--- src/rtl/z_chan_mux.sv ---
// z_chan_mux: registered N_CH-channel, W-bit selector.
// Channel switches use a valid/ready request handshake.
// After each switch the output is blanked for BLANK_CYC cycles, so
// downstream photon counters never see a partial switchover.
//
// Optional build macro: ZCHAN_MUX_SYNC_EN
//   When defined, every iSig bit passes through a 2-flop synchronizer
//   before selection. This gives 3-cycle data latency. Handshake and
//   blanking timing are unchanged, measured at the selector stage.
//   When undefined, iSig must be synchronous to iClk and latency is 1 cycle.
//
// State  | meaning
// -------+----------------------------------------------------------------
// RUN    | oSig tracks the active channel; switch requests are accepted
// BLANK  | switch in progress; outputs held at 0, cnt counts down to 0

module z_chan_mux #(
  parameter int N_CH      = 4,
  parameter int W         = 1,
  parameter int SEL_W     = 2,
  parameter int BLANK_CYC = 4,
  parameter int RST_SEL   = 0
) (
  input  logic              iClk,
  input  logic              iRst,
  input  logic [N_CH*W-1:0] iSig,
  input  logic [SEL_W-1:0]  iSel,
  input  logic              iSelVld,
  output logic              oSelRdy,
  output logic              oSelAck,
  output logic              oSelErr,
  output logic [SEL_W-1:0]  oCurSel,
  output logic [W-1:0]      oSig,
  output logic              oVld
);

  typedef enum logic {
    RUN   = 1'b0,
    BLANK = 1'b1
  } stateE;

  localparam logic [SEL_W-1:0] RstSel  = SEL_W'(RST_SEL);
  localparam logic [SEL_W:0]   NumCh   = (SEL_W+1)'(N_CH);
  // The counter is loaded with BLANK_CYC-1 because the acceptance edge
  // already counts as the first blanked cycle.
  localparam logic [7:0]       BlankLd = (BLANK_CYC > 0) ? 8'(BLANK_CYC - 1) : 8'd0;

  logic [N_CH*W-1:0] selData;

  stateE            state, stateNx;
  logic [7:0]       cnt, cntNx;
  logic [SEL_W-1:0] pend, pendNx;
  logic [SEL_W-1:0] curSel, curSelNx;
  logic [W-1:0]     sigR, sigNx;
  logic             vldR, vldNx;
  logic             ackR, ackNx;
  logic             errR, errNx;

`ifdef ZCHAN_MUX_SYNC_EN
  logic [N_CH*W-1:0] syncMeta;
  logic [N_CH*W-1:0] syncOut;

  // Two-flop synchronizer on every channel bit ahead of the selector.
  always_ff @(posedge iClk or posedge iRst) begin
    if (iRst) begin
      syncMeta <= '0;
      syncOut  <= '0;
    end else begin
      syncMeta <= iSig;
      syncOut  <= syncMeta;
    end
  end

  assign selData = syncOut;
`else
  assign selData = iSig;
`endif

  // Returns the W-bit slice of channel idx.
  // An out-of-range index yields 0; that case is never used for output data.
  function automatic logic [W-1:0] sliceCh(input logic [N_CH*W-1:0] data,
                                           input logic [SEL_W-1:0]  idx);
    logic [W-1:0] res;
    res = '0;
    for (int k = 0; k < N_CH; k++) begin
      if (idx == SEL_W'(k)) res = data[k*W +: W];
    end
    return res;
  endfunction

  // Next-state and next-output decode for the switch sequencer.
  always_comb begin
    stateNx  = state;
    cntNx    = cnt;
    pendNx   = pend;
    curSelNx = curSel;
    sigNx    = sliceCh(selData, curSel);
    vldNx    = 1'b1;
    ackNx    = 1'b0;
    errNx    = 1'b0;
    case (state)
      RUN: begin
        if (iSelVld) begin
          if ({1'b0, iSel} >= NumCh) begin
            errNx = 1'b1;
          end else if (iSel == curSel) begin
            ackNx = 1'b1;
          end else if (BLANK_CYC == 0) begin
            curSelNx = iSel;
            sigNx    = sliceCh(selData, iSel);
            ackNx    = 1'b1;
          end else begin
            stateNx = BLANK;
            pendNx  = iSel;
            cntNx   = BlankLd;
            sigNx   = '0;
            vldNx   = 1'b0;
          end
        end
      end
      BLANK: begin
        if (cnt == 8'd0) begin
          stateNx  = RUN;
          curSelNx = pend;
          sigNx    = sliceCh(selData, pend);
          ackNx    = 1'b1;
        end else begin
          cntNx = cnt - 8'd1;
          sigNx = '0;
          vldNx = 1'b0;
        end
      end
      default: begin
        stateNx = RUN;
        sigNx   = '0;
        vldNx   = 1'b0;
      end
    endcase
  end

  // State, counter and registered outputs.
  // Reset aborts any switch that is in flight.
  always_ff @(posedge iClk or posedge iRst) begin
    if (iRst) begin
      state  <= RUN;
      cnt    <= '0;
      pend   <= RstSel;
      curSel <= RstSel;
      sigR   <= '0;
      vldR   <= 1'b0;
      ackR   <= 1'b0;
      errR   <= 1'b0;
    end else begin
      state  <= stateNx;
      cnt    <= cntNx;
      pend   <= pendNx;
      curSel <= curSelNx;
      sigR   <= sigNx;
      vldR   <= vldNx;
      ackR   <= ackNx;
      errR   <= errNx;
    end
  end

  assign oSelRdy = (state == RUN);
  assign oSelAck = ackR;
  assign oSelErr = errR;
  assign oCurSel = curSel;
  assign oSig    = sigR;
  assign oVld    = vldR;

endmodule

--- config.mk ---
export PLATFORM = sky130hd
export DESIGN_NAME = z_chan_mux
export DESIGN_NICKNAME = d
export VERILOG_FILES = /design/src/rtl/z_chan_mux.sv
export SDC_FILE = /design/constraint.sdc
export NUM_CORES = 1
export LEC_CHECK = 0
export ABC_AREA = 0
export BUFFER_PORTS_ARGS = -buffer_cell sky130_fd_sc_hd__buf_2
export CAP_MARGIN = 10
export CORE_UTILIZATION = 55
export DETAILED_ROUTE_END_ITERATION = 6
export GPL_TIMING_DRIVEN = 0
export PLACE_DENSITY = 0.79
export SLEW_MARGIN = 20
export SYNTH_ARGS = -nofsm -noshare
export SYNTH_HDL_FRONTEND = slang
export SYNTH_SLANG_ARGS = --single-unit
--- constraint.sdc ---
create_clock -name iClk -period 3.36 [get_ports iClk]
set_clock_uncertainty 0.15 [all_clocks]
set_input_delay 0 -clock iClk [delete_from_list [all_inputs] [get_ports iClk]]
set_output_delay 0 -clock iClk [all_outputs]
set_load 0.02 [all_outputs]
==> impl_metrics.py <==
metrics = {
    "route": {
        "vias_per_cell": 5.40,
        "drt_iter0_drc": 10,
        "drt_pass1_iterations": 5,
        "wl_per_cell_um": 12.6,
        "drc": 0,
        "antenna_left": 0,
        "wl_mm": 1.44,
        "vias": 616,
    },
    "clocking": {
        "cts_max_level": 1,
        "clock_path_buffers": 2,
        "cts_tree": "built",
        "root_buffer": "clkbuf_4",
        "clock_sinks": 16,
        "cts_resized": 0,
        "cts_buffers": 3,
        "clkSlewWorstSetupHoldPaths_ns": 0.09,
        "clk_latency_ns": 0.28,
    },
    "floorplan": {
        "die_h_um": 41.5,
        "rows": 13,
        "fp.dieW_um": 41.5,
        "core_sq_um": 1370,
        "dieArea_sq_um": 1720,
        "initial_core_util_pct": 62.7,
        "num_io_pins": 16,
    },
    "setup_path": {
        "critPathArrivalTime_ns": 1.92,
        "critPathCaptureType": "register",
        "path_max_fanout": 5,
        "worst_setup_path_start_kind": "register",
        "cp_slowest_cell": "dfrtp_1",
        "slowest_delay_ns": 0.39,
        "crit_chain": "inv_1 -> ha_1 -> nor4b_4 -> and2_4 -> nand2_4 -> mux2_4",
        "path_class": "reg -> reg",
        "cp.required_ns": 3.39,
        "cp_top_family": "simple AND/OR/NAND/NOR gates",
        "crit_buf_inv": 1,
    },
    "power": {
        "power.share.clock_pct": 14.3,
        "switching_share_pct": 39.7,
        "vdd_drop_max_v": 0.000434,
        "p_sw_uw": 348,
        "p_int_uw": 530,
        "powerDensity_nw_per_um2": 860,
        "p_seq_share_pct": 41.4,
        "power_frac_comb_pct": 44.3,
        "p_leak_uw": 0.000497,
    },
    "synth": {
        "synth_edf_count": 0,
        "avgSynthCellArea_sq_um": 11.1,
        "syn_nets": 88,
        "synth_area_leaders": "dfrtp_1, mux4_2, mux2i_1",
        "synth_area_leader_cell": "dfrtp_1",
        "async_reset_ff_share_pct": 100,
        "ys_seq_area_share_pct": 46.7,
        "post-synth-top-area-fraction_pct": 46.7,
        "ys_ff_latch": 16,
        "syn-cell-area_sq_um": 857,
        "yosys_warnings": 0,
        "ys_types": 29,
        "netlist_instances": 77,
        "synth_top_flop_cell": "dfrtp_1",
    },
    "timing": {
        "whs_ns": 0.0367,
        "tightest_slew_ns": 0.579,
        "setup_viol": 0,
        "finalHoldViolCount": 0,
        "max_freq_ghz": 0.528,
        "slew_violations": 0,
        "setup_tns_ns": 0,
        "timing.final.crit_share_pct": 56.3,
        "finalCriticalPeriod_ns": 1.89,
        "rsz0062_at_grt": "no",
        "slew-limit-headroom_pct": 61.4,
    },
    "layout": {
        "fin_cells": 114,
        "antenna_cells": 0,
        "nNetsFinal": 111,
        "drive_gt1_share_pct": 30.3,
        "area_growth_pct": 19.3,
    },
    "placement": {
        "portBuffers": 14,
        "dp_cells": 106,
        "hpwl_mm": 1.08,
        "gp_congestion": 0.803,
    },
    "global_routing": {
        "grt_pass1_vias": 591,
        "track_usage_pct": 19.8,
        "grt_max_degree": 17,
        "grt_pass1_wl_mm": 2.55,
        "overflow": 0,
        "antenna_found_initial": 0,
    },
    "outcome": {
        "run_status": "finished clean",
    },
    "job": {
        "drv_cap": 0,
    },
    "hold_path": {
        "hp-class": "in -> reg",
    },
}
==> what timing repair did <==
| action | in CTS | in global routing |
|---|---|---|
| hold buffers | 4 | 0 |
| setup buffers | 0 | 0 |
| hold endpoints to repair | 22 | 0 |
==> layer usage <==
metal  part of all wire (%)  vias up  GRT usage (%)
li1                       -      311              -
met1                     49      291           26.0
met2                     46       10           29.4
met3                    3.0        4           5.22
met4                    2.1        0           11.6
met5                      0        -              0
==> cell families (layout without fill, tap and decap cells) <==
group	Yosys count	count (layout)	share of synthesized area, %
adders and majority gates	2	2	2.92
AOI/OAI and AO/OA	14	14	10.2
xor gates and xnor gates	2	2	2.04
buffers and inverters	9	31	4.38
and+or+nand+nor	23	23	17.2
muxes	10	10	16.1
other	1	1	0.438
DFF	16	16	46.7
==> registers in the layout (all words and copies together), names as in the netlist <==
| register | count |
|---|---|
| oVld | 1 |
| cnt | 8 |
| oSig | 1 |
| state | 1 |
| oCurSel | 2 |
| oSelAck | 1 |
| pend | 2 |
==> power groups by stage <==
stage               Clock, uW  Combinational (uW)  Sequential, uW
global placement            0                 380             361
global route              142                 433             377
finish                    126                 390             364
floorplan                   0                 284             378
detailed placement          0                 389             367
CTS                       131                 393             364
==> synthesized netlist by cell type, types with 2 or more instances <==
cell      n
mux4_2    2
o21ai_0   2
nor2_1    8
a21oi_1   6
dfrtp_1  16
nand2_1   4
inv_1     8
mux2_4    2
ha_1      2
mux2i_1   4
nand3_1   2
xnor2_1   2
nor3b_1   2
mux2_2    2
==> cell type report <==
class | instances | area, sq um
inverters | 8 | 30.0
flip-flops and latches | 16 | 400
fillers | 93 | 344
well taps | 15 | 18.8
multi-input cells | 52 | 419
clock buffers | 4 | 36.3
plain buffers | 1 | 7.51
repair buffers | 18 | 110
==> path summary, 6_finish.rpt <==
kind,startpoint,to,slack (ns),depth (start not counted)
max,cnt[0]$_DFFE_PP0P_,oCurSel[0]$_DFFE_PP0P_,1.47,6
min,iSig[0],oSig$_DFF_PP0_,0.04,3
max reg2reg,cnt[0]$_DFFE_PP0P_,oCurSel[0]$_DFFE_PP0P_,1.47,6
min reg2reg,pend[1]$_DFFE_PP0P_,oCurSel[1]$_DFFE_PP0P_,0.42,1
max in group asynchronous,iRst,pend[1]$_DFFE_PP0P_,2.53,3
min in group asynchronous,iRst,oCurSel[0]$_DFFE_PP0P_,0.16,3
==> worst min-delay path: cells and delay by family <==
family	cells	cell delay (ns)
mux	1	0.22
buf+inv	1	0.08
compound gates	1	0.13
==> metrics by stage <==
step                setup WS, ns  power (uW)  instance area, sq um  utilization, %
global route                1.34         952                  1020            74.8
detailed placement          1.48         756                   946            69.2
finish                      1.47         879                  1020            74.8
floorplan                   1.61         662                   857               -
CTS                         1.47         888                  1020            74.8
global placement            1.49         741                   946            69.2
==> cells in the final DEF, fill, tap and decap left out, types with 2 or more instances in the layout <==
| cell | count |
|---|---|
| nand3_1 | 2 |
| a21oi_1 | 6 |
| clkbuf_4 | 3 |
| nor3b_1 | 2 |
| dlygate4sd3_1 | 4 |
| nor2_1 | 8 |
| mux2i_1 | 4 |
| buf_2 | 14 |
| dfrtp_1 | 16 |
| mux2_2 | 2 |
| inv_1 | 8 |
| nand2_1 | 4 |
| xnor2_1 | 2 |
| o21ai_0 | 2 |
| mux2_4 | 2 |
| ha_1 | 2 |
| mux4_2 | 2 |
No activity file was read; power rests on OpenSTA's default activity.
